### src/rtl/pipe_ctrl_pkg.sv
// Shared core definitions for the pipeline stall/flush controller:
// stall-vector constants, stage bit indices, FSM state encoding and the CP0 exception vector.
package pipe_ctrl_pkg;

    localparam logic [31:0] CP0_EXC_VECTOR = 32'hBFC0_0380;

    localparam int unsigned STG_PC  = 0;
    localparam int unsigned STG_IF  = 1;
    localparam int unsigned STG_ID  = 2;
    localparam int unsigned STG_EX  = 3;
    localparam int unsigned STG_MEM = 4;
    localparam int unsigned STG_WB  = 5;

    localparam logic [5:0] STALL_NONE = 6'b000000;
    localparam logic [5:0] STALL_ID   = 6'b000111;
    localparam logic [5:0] STALL_EX   = 6'b001111;
    localparam logic [5:0] STALL_MEM  = 6'b011111;
    localparam logic [5:0] STALL_ALL  = 6'b111111;

    typedef enum logic [1:0] {
        ST_RUN    = 2'd0,
        ST_FLUSH  = 2'd1,
        ST_REFILL = 2'd2
    } state_t;

endpackage

### src/rtl/pipe_ctrl_if.sv
// Stall/redirect bundle between the pipeline stages (master) and the controller (slave).
interface pipe_ctrl_if;

    logic        stallreq_id;
    logic        stallreq_ex;
    logic        stallreq_mem;
    logic        excp_valid;
    logic        excp_eret;
    logic [31:0] cp0_epc;
    logic        perf_clr;
    logic [5:0]  stall;
    logic        flush;
    logic        new_pc_valid;
    logic [31:0] new_pc;
    logic        bus_timeout;
    logic [31:0] stall_cycles;

    modport master (
        output stallreq_id, stallreq_ex, stallreq_mem,
        output excp_valid, excp_eret, cp0_epc, perf_clr,
        input  stall, flush, new_pc_valid, new_pc, bus_timeout, stall_cycles
    );

    modport slave (
        input  stallreq_id, stallreq_ex, stallreq_mem,
        input  excp_valid, excp_eret, cp0_epc, perf_clr,
        output stall, flush, new_pc_valid, new_pc, bus_timeout, stall_cycles
    );

endinterface

### src/rtl/pipe_ctrl_sat_counter.sv
// Saturating up-counter with synchronous clear (clear wins over enable).
module sat_counter #(
    parameter int unsigned W = 32
) (
    input  logic         clk,
    input  logic         rst_n,
    input  logic         clr_i,
    input  logic         en_i,
    output logic [W-1:0] count_o
);

    logic [W-1:0] count_q, count_d;

    always_comb begin
        count_d = count_q;
        if (clr_i) begin
            count_d = '0;
        end else if (en_i && (count_q != '1)) begin
            count_d = count_q + 1'b1;
        end
    end

    always_ff @(posedge clk or negedge rst_n) begin
        if (!rst_n) begin
            count_q <= '0;
        end else begin
            count_q <= count_d;
        end
    end

    assign count_o = count_q;

endmodule

### src/rtl/pipe_ctrl.sv
// Pipeline stall arbiter plus freeze/flush/refill redirect sequencer,
// MEM-stall watchdog and stalled-cycle performance counter.
module pipe_ctrl
    import pipe_ctrl_pkg::*;
#(
    parameter logic [31:0] EXC_VECTOR    = CP0_EXC_VECTOR,
    parameter int unsigned REFILL_CYCLES = 2,
    parameter int unsigned TIMEOUT       = 255
) (
    input  logic         clk,
    input  logic         reset_n,
    pipe_ctrl_if.slave   bus
);

    state_t      state_q, state_d;
    logic [2:0]  rcnt_q, rcnt_d;
    logic [31:0] new_pc_q, new_pc_d;
    logic [15:0] wd_q, wd_d;
    logic        timeout_q, timeout_d;

    logic [5:0]  stall;
    logic        flush;
    logic        new_pc_valid;

    always_ff @(posedge clk or negedge reset_n) begin
        if (!reset_n) begin
            state_q   <= ST_RUN;
            rcnt_q    <= '0;
            new_pc_q  <= '0;
            wd_q      <= '0;
            timeout_q <= 1'b0;
        end else begin
            state_q   <= state_d;
            rcnt_q    <= rcnt_d;
            new_pc_q  <= new_pc_d;
            wd_q      <= wd_d;
            timeout_q <= timeout_d;
        end
    end

    always_comb begin
        state_d  = state_q;
        rcnt_d   = rcnt_q;
        new_pc_d = new_pc_q;
        unique case (state_q)
            ST_RUN: begin
                if (bus.excp_valid) begin
                    new_pc_d = bus.excp_eret ? bus.cp0_epc : EXC_VECTOR;
                    state_d  = ST_FLUSH;
                end
            end
            ST_FLUSH: begin
                state_d = ST_REFILL;
                rcnt_d  = 3'(REFILL_CYCLES - 1);
            end
            ST_REFILL: begin
                if (rcnt_q == '0) begin
                    state_d = ST_RUN;
                end else begin
                    rcnt_d = rcnt_q - 1'b1;
                end
            end
            default: state_d = ST_RUN;
        endcase
    end

    // Watchdog restarts at 0 on the terminal count so pulses repeat every TIMEOUT+1 stalled cycles.
    always_comb begin
        wd_d      = '0;
        timeout_d = 1'b0;
        if ((state_q == ST_RUN) && bus.stallreq_mem && !bus.excp_valid) begin
            if (wd_q == 16'(TIMEOUT)) begin
                timeout_d = 1'b1;
            end else begin
                wd_d = wd_q + 1'b1;
            end
        end
    end

    always_comb begin
        stall        = STALL_NONE;
        flush        = 1'b0;
        new_pc_valid = 1'b0;
        unique case (state_q)
            ST_RUN: begin
                if (bus.excp_valid)        stall = STALL_ALL;
                else if (bus.stallreq_mem) stall = STALL_MEM;
                else if (bus.stallreq_ex)  stall = STALL_EX;
                else if (bus.stallreq_id)  stall = STALL_ID;
            end
            ST_FLUSH: begin
                flush        = 1'b1;
                new_pc_valid = 1'b1;
            end
            default: ;
        endcase
    end

    sat_counter #(.W(32)) u_stall_cnt (
        .clk     (clk),
        .rst_n   (reset_n),
        .clr_i   (bus.perf_clr),
        .en_i    (stall != STALL_NONE),
        .count_o (bus.stall_cycles)
    );

    assign bus.stall        = stall;
    assign bus.flush        = flush;
    assign bus.new_pc_valid = new_pc_valid;
    assign bus.new_pc       = new_pc_q;
    assign bus.bus_timeout  = timeout_q;

endmodule

### src/flat_wrapper.sv
// flat-port wrapper written by rule: the top's interface ports become plain ports
module pipe_ctrl_flat import pipe_ctrl_pkg::*;
#(
    parameter logic [31:0] EXC_VECTOR    = CP0_EXC_VECTOR,
    parameter int unsigned REFILL_CYCLES = 2,
    parameter int unsigned TIMEOUT       = 255
)
  (clk, reset_n, bus_stallreq_id, bus_stallreq_ex, bus_stallreq_mem, bus_excp_valid, bus_excp_eret, bus_cp0_epc, bus_perf_clr, bus_stall, bus_flush, bus_new_pc_valid, bus_new_pc, bus_bus_timeout, bus_stall_cycles);
  pipe_ctrl_if bus_i ();
  input  logic clk;
  input  logic reset_n;
  input wire logic [$bits(bus_i.stallreq_id)-1:0] bus_stallreq_id;
  input wire logic [$bits(bus_i.stallreq_ex)-1:0] bus_stallreq_ex;
  input wire logic [$bits(bus_i.stallreq_mem)-1:0] bus_stallreq_mem;
  input wire logic [$bits(bus_i.excp_valid)-1:0] bus_excp_valid;
  input wire logic [$bits(bus_i.excp_eret)-1:0] bus_excp_eret;
  input wire logic [$bits(bus_i.cp0_epc)-1:0] bus_cp0_epc;
  input wire logic [$bits(bus_i.perf_clr)-1:0] bus_perf_clr;
  output wire logic [$bits(bus_i.stall)-1:0] bus_stall;
  output wire logic [$bits(bus_i.flush)-1:0] bus_flush;
  output wire logic [$bits(bus_i.new_pc_valid)-1:0] bus_new_pc_valid;
  output wire logic [$bits(bus_i.new_pc)-1:0] bus_new_pc;
  output wire logic [$bits(bus_i.bus_timeout)-1:0] bus_bus_timeout;
  output wire logic [$bits(bus_i.stall_cycles)-1:0] bus_stall_cycles;
  assign bus_i.stallreq_id = bus_stallreq_id;
  assign bus_i.stallreq_ex = bus_stallreq_ex;
  assign bus_i.stallreq_mem = bus_stallreq_mem;
  assign bus_i.excp_valid = bus_excp_valid;
  assign bus_i.excp_eret = bus_excp_eret;
  assign bus_i.cp0_epc = bus_cp0_epc;
  assign bus_i.perf_clr = bus_perf_clr;
  assign bus_stall = bus_i.stall;
  assign bus_flush = bus_i.flush;
  assign bus_new_pc_valid = bus_i.new_pc_valid;
  assign bus_new_pc = bus_i.new_pc;
  assign bus_bus_timeout = bus_i.bus_timeout;
  assign bus_stall_cycles = bus_i.stall_cycles;
  pipe_ctrl #(.EXC_VECTOR(EXC_VECTOR), .REFILL_CYCLES(REFILL_CYCLES), .TIMEOUT(TIMEOUT)) u_core (.clk(clk), .reset_n(reset_n), .bus(bus_i));
endmodule
### config.mk
export PLATFORM = sky130hd
export DESIGN_NAME = pipe_ctrl_flat
export DESIGN_NICKNAME = d
export VERILOG_FILES = /design/src/rtl/pipe_ctrl_pkg.sv /design/src/rtl/pipe_ctrl_if.sv /design/src/rtl/pipe_ctrl_sat_counter.sv /design/src/rtl/pipe_ctrl.sv /design/src/flat_wrapper.sv
export SDC_FILE = /design/constraint.sdc
export NUM_CORES = 1
export LEC_CHECK = 0
export BUFFER_PORTS_ARGS = -buffer_cell sky130_fd_sc_hd__buf_2
export CELL_PAD_IN_SITES_DETAIL_PLACEMENT = 0
export CELL_PAD_IN_SITES_GLOBAL_PLACEMENT = 2
export CORE_AREA = 2 2 116 118
export CTS_CLUSTER_DIAMETER = 60
export DETAILED_ROUTE_END_ITERATION = 6
export DIE_AREA = 0 0 118 120
export PLACE_DENSITY_LB_ADDON = 0.2
export SLEW_MARGIN = 10
export SYNTH_ARGS = -nofsm -noshare
export SYNTH_HDL_FRONTEND = slang
export SYNTH_SLANG_ARGS = --single-unit
### constraint.sdc
create_clock -name clk -period 4.98 [get_ports clk]
set_input_delay 0.996 -clock clk [delete_from_list [all_inputs] [get_ports clk]]
set_output_delay 0.996 -clock clk [all_outputs]
set_load 0.01 [all_outputs]
* Word level (Yosys, flattened, before mapping)
Cells that the tools add are included.
** Operators by class
- Add/subtract/negate cells :: 3
- Equal/unequal tests :: 7
- Multiplexer cells :: 18
- Reduce and logical (&&, ||, !) cells :: 12
** Operator list (count)
- 32-bit 2-to-1 mux :: 3
- 32-bit by 1-bit adder with 32-bit output (second input constant) :: 1
- 16-bit 2-to-1 mux :: 2
- 32-bit != test (second input constant) :: 1
- 6-bit 2-to-1 mux :: 4
- 16-bit by 1-bit adder with 16-bit output (second input constant) :: 1
- 16-bit by 8-bit equality test with 1-bit output (second input constant) :: 1
- 3-bit 2-to-1 mux :: 2
- 2-bit one-hot mux with 3 select lines :: 1
- 3-bit one-hot mux with 2 select lines :: 1
- 2-bit AND reduction :: 3
- 6-bit nonzero test :: 1
- 2-bit 2-to-1 mux :: 2
- 2-bit != test (second input constant) :: 2
- 2-bit nonzero test :: 2
- 1-bit logical AND :: 3
- 3-bit logical NOT :: 1
- 1-bit 2-to-1 mux :: 3
- 3-bit by 1-bit subtractor with 3-bit output (second input constant) :: 1
- 2-bit by 1-bit equality test with 1-bit output (second input constant) :: 1
- 2-bit equality test (second input constant) :: 1
- 2-bit logical NOT :: 1
- 2-bit by 1-bit != test with 1-bit output (second input constant) :: 1
- 1-bit logical NOT :: 1
** Word-level totals
- Register bits after elaboration :: 86
- Output and inout port bits :: 73
- Word-level logic and storage cells :: 46

* Longest topological paths before layout
- Depth after elaboration :: 9
- Gate-level depth with buffers :: 9

* Modules after synthesis
Synthesis repeated with hierarchy kept, for this count alone.
** Unflattened totals
- Cell total of the unflattened synthesis :: 456
- Area total of the unflattened synthesis :: 4271.6 um2
** By module, submodules not included
- pipe_ctrl :: instances 1, cells each 258, area an instance 2417.3 um2, sequential area each 1351.3 um2
- sat_counter :: instances 1, cells each 198, area an instance 1854.3 um2, sequential area each 800.8 um2

* Least setup slack after synthesis
Ideal clock, no wire load.
- Kind :: input port to output port
- Start point :: input port bus_stallreq_ex
- End point :: output port bus_stall[1]
- Data arrival time :: 1.900 ns
- Required time :: 3.984 ns
- Path slack :: 2.084 ns
- Stages :: 5
- Buffers on the path :: 2
- Path through :: nor4_1 > nand2b_1 > clkbuf_1 > inv_1 > buf_4
** Between the ends
- Longest elaborated chain between the ends :: 4
** Ends and longest elaborated chain
- start, declared :: line flat_wrapper.sv:13 : input wire logic [$bits(bus_i.stallreq_ex)-1:0] bus_stallreq_ex;
- 6-bit 2-to-1 mux :: line pipe_ctrl.sv:88 : else if (bus.stallreq_ex) stall = STALL_EX;
- 6-bit 2-to-1 mux :: line pipe_ctrl.sv:87 : else if (bus.stallreq_mem) stall = STALL_MEM;
- 6-bit 2-to-1 mux :: line pipe_ctrl.sv:86 : if (bus.excp_valid) stall = STALL_ALL;
- 6-bit 2-to-1 mux :: line pipe_ctrl.sv:84 : unique case (state_q)
- end, declared :: line flat_wrapper.sv:19 : output wire logic [$bits(bus_i.stall)-1:0] bus_stall;
No other way between the ends.

* Worst setup path after layout
Ends and elaborated chain as after synthesis.

==> flow_summary.toml <==
[clock_tree]
cts.reportedPaths.clkPinSlew_ns = 0.06
clk_latency_ns = 0.34
cts_resized = 0
clock-root-buffer = "clkbuf_16"
clk_path_buf_depth = 2
holdBufCountCts = 0
cts_setup_buffers = 0
htree_levels = 3
cts_buffers = 9
cts.sinks = 86
tritoncts = "built"

[synthesis]
synth-seq-area-share_pct = 51.96
synth_common_cells = "dfrtp_1, nand2_1, nor2_1"
synth_cells = 449
synth_warnings = 0
ys.flop_type = "dfrtp_1"
synth_area_leaders = "dfrtp_1, nand2_1, nor2_1"
ys_seq_elements = 86
synth_area_leader_cell = "dfrtp_1"
syn_area_mm2 = 0.004141
synth_nets = 493
synth-async-reset-ratio_pct = 100.0
synth_top_area_share_pct = 51.96
avgSynthCellArea_um2 = 9.224
synth_edf_count = 0
yosysMostFrequentCell = "dfrtp_1"
ys_types = 45

[setup_path]
critical_path_required_ns = 3.98
worst_path_largest_cell_delay_ns = 0.48
arrival_ns = 2.22
startpoint_type = "input port"
worstPathCellList = "buf_2 -> nor4_1 -> nand2b_1 -> inv_1 -> buf_2"
crit_fanout = 8
cp_slowest_cell = "nor4_1"
worst-setup-path-type = "in -> out"
endpoint_kind = "output port"
cpMostUsedCell = "buf_2"

[routing]
wl_um = 10210
ant_nets = 0
drcViolationCount = 0
viasPerCell = 4.774
dr_total_vias = 3485
drtPass1Iterations = 6
wl_per_cell_um = 13.99
drt_iter0_markers = 141

[sta]
fin_crit_sh_pct = 64.61
finalClockSkew_ns = 0.006481
worst_slack_ns = 1.763
tightest_slew_ns = 0.7612
finalHoldViolCount = 0
rsz0062_at_grt = "false"
fin_crit_ns = 3.217
setup_viol = 0
fin_tns_setup_ns = 0
finalMaxSlewViolations = 0
fmax_mhz = 310.8
slew_headroom_pct = 48.83

[cells_and_area]
area_delta_synth_final_pct = 23.41
final_cells = 730
insertedDiodeCount = 0
nNetsFinal = 593
drive_gt1_share_pct = 25.09

[pwr]
cellLeakagePower_nw = 2.354
power.density_mw_per_mm2 = 413.9
ir_drop_mv = 0.2556
power_mw = 2.116

[floorplanning]
die_x_um = 118
placementRows = 42
die-area_mm2 = 0.01416
start_util_pct = 31.91
die_h_um = 120
core_area_mm2 = 0.01298
io_pins = 113

[placed_design]
dp.cells = 714
hpwlAfterDp_um = 7228
dp_slack_ns = 1.671
numPortBuffers = 112
place.gp.congestion = 0.7347

[global_route]
grt_pass1_wl_um = 16960
grt_overflow = 0
antenna_found_initial = 0
grt_pass1_vias = 3359
grt_use_total_pct = 14.93
grt_max_degree = 54

[hold_path]
min-delay-path-class = "reg -> reg"

[run]
max-cap-violations = 0

[status]
status = "finished clean"
[worst paths after layout]
path	startpoint	to	slack, ns	depth (start not counted)
setup reg to reg	u_core.u_stall_cnt.count_o[0]	u_core.u_stall_cnt.count_o[17]	2.17	6
hold reg to reg	u_core.bus.new_pc[11]	u_core.bus.new_pc[11]	0.47	2
hold / removal	u_core.bus.new_pc[11]	u_core.bus.new_pc[11]	0.47	2
max in group asynchronous	reset_n	u_core.wd_q[13]	3.36	2
min in group asynchronous	reset_n	u_core.u_stall_cnt.count_o[26]	0.71	1
setup / recovery	bus_stallreq_ex	bus_stall[1]	1.76	5
[registers in the layout, summed over array words and instances, names as in the netlist]
signal / cells
u_core.bus.new_pc: 32
u_core.u_stall_cnt.count_o: 32
u_core.wd_q: 16
u_core.rcnt_q: 3
u_core.state_q: 2
u_core.bus.bus_timeout: 1
[cells in the final DEF, fill, tap and decap left out, drive strengths merged, types with 2 or more instances in the layout]
| cell | n |
|---|---|
| inv | 24 |
| o31ai | 6 |
| xnor2 | 14 |
| a21oi | 22 |
| nand3b | 2 |
| clkinv | 6 |
| or3 | 14 |
| buf | 115 |
| nor4b | 3 |
| nand3 | 21 |
| nand2 | 58 |
| a211oi | 4 |
| o21ai | 35 |
| nor2b | 3 |
| nor4 | 6 |
| mux2 | 2 |
| xor2 | 9 |
| nor3 | 2 |
| dfrtp | 86 |
| a31oi | 12 |
| nand2b | 4 |
| clkbuf | 10 |
| nand4 | 10 |
| a22oi | 2 |
| nor2 | 48 |
| mux2i | 2 |
| or4 | 7 |
| and3 | 5 |
| and4 | 8 |
| ha | 4 |
[cell type report]
cell class,count,area (um^2)
inverter,24,90.09
fill,1398,7869
timing repair buffer,115,585.6
tap,176,220.2
multi-input combinational,313,1787
clock buffer,10,239.0
sequential,86,2152
clock inverter,6,37.54
[stage by stage]
step | instance area (um^2) | hold WS, ns | util [%]
floorplan | 4141 | 0.4479 | -
global placement | 4835 | 0.4577 | 37.25
detailed placement | 4835 | 0.4648 | 37.25
CTS | 5111 | 0.4791 | 39.38
global route | 5111 | 0.4978 | 39.38
finish | 5111 | 0.4733 | 39.38
[power by group]
group	switching [mW]	internal (mW)
Combinational	0.347	0.220
Sequential	0.0925	0.834
Clock	0.272	0.350
Total	0.712	1.40
[routing by layer]
metal,part of all wire [%],GRT usage [%],wire (um)
met3,4.7,3.470,480
met4,1.6,6.099,167
met1,49,20.46,4961
met5,0,0,0
met2,45,22.78,4604
[critical path, delay by kind of cell]
kind                   cells  cell delay [ns]
buffers and inverters      3             0.35
AND/OR/NAND/NOR            2             0.86
[kinds of logic (layout without fill, tap and decap cells)]
family,count (synthesis),count (layout),share of synthesized area [%]
XOR/XNOR,23,23,4.864
buffers and inverters,50,155,4.894
multiplexers,4,4,1.027
flip-flops,86,86,51.96
adder cells (fa/ha/maj),4,4,1.209
AO/OA/AOI/OAI,88,88,12.36
AND/OR/NAND/NOR,194,194,23.69
Note: power is estimated with default switching activity, not from simulation.
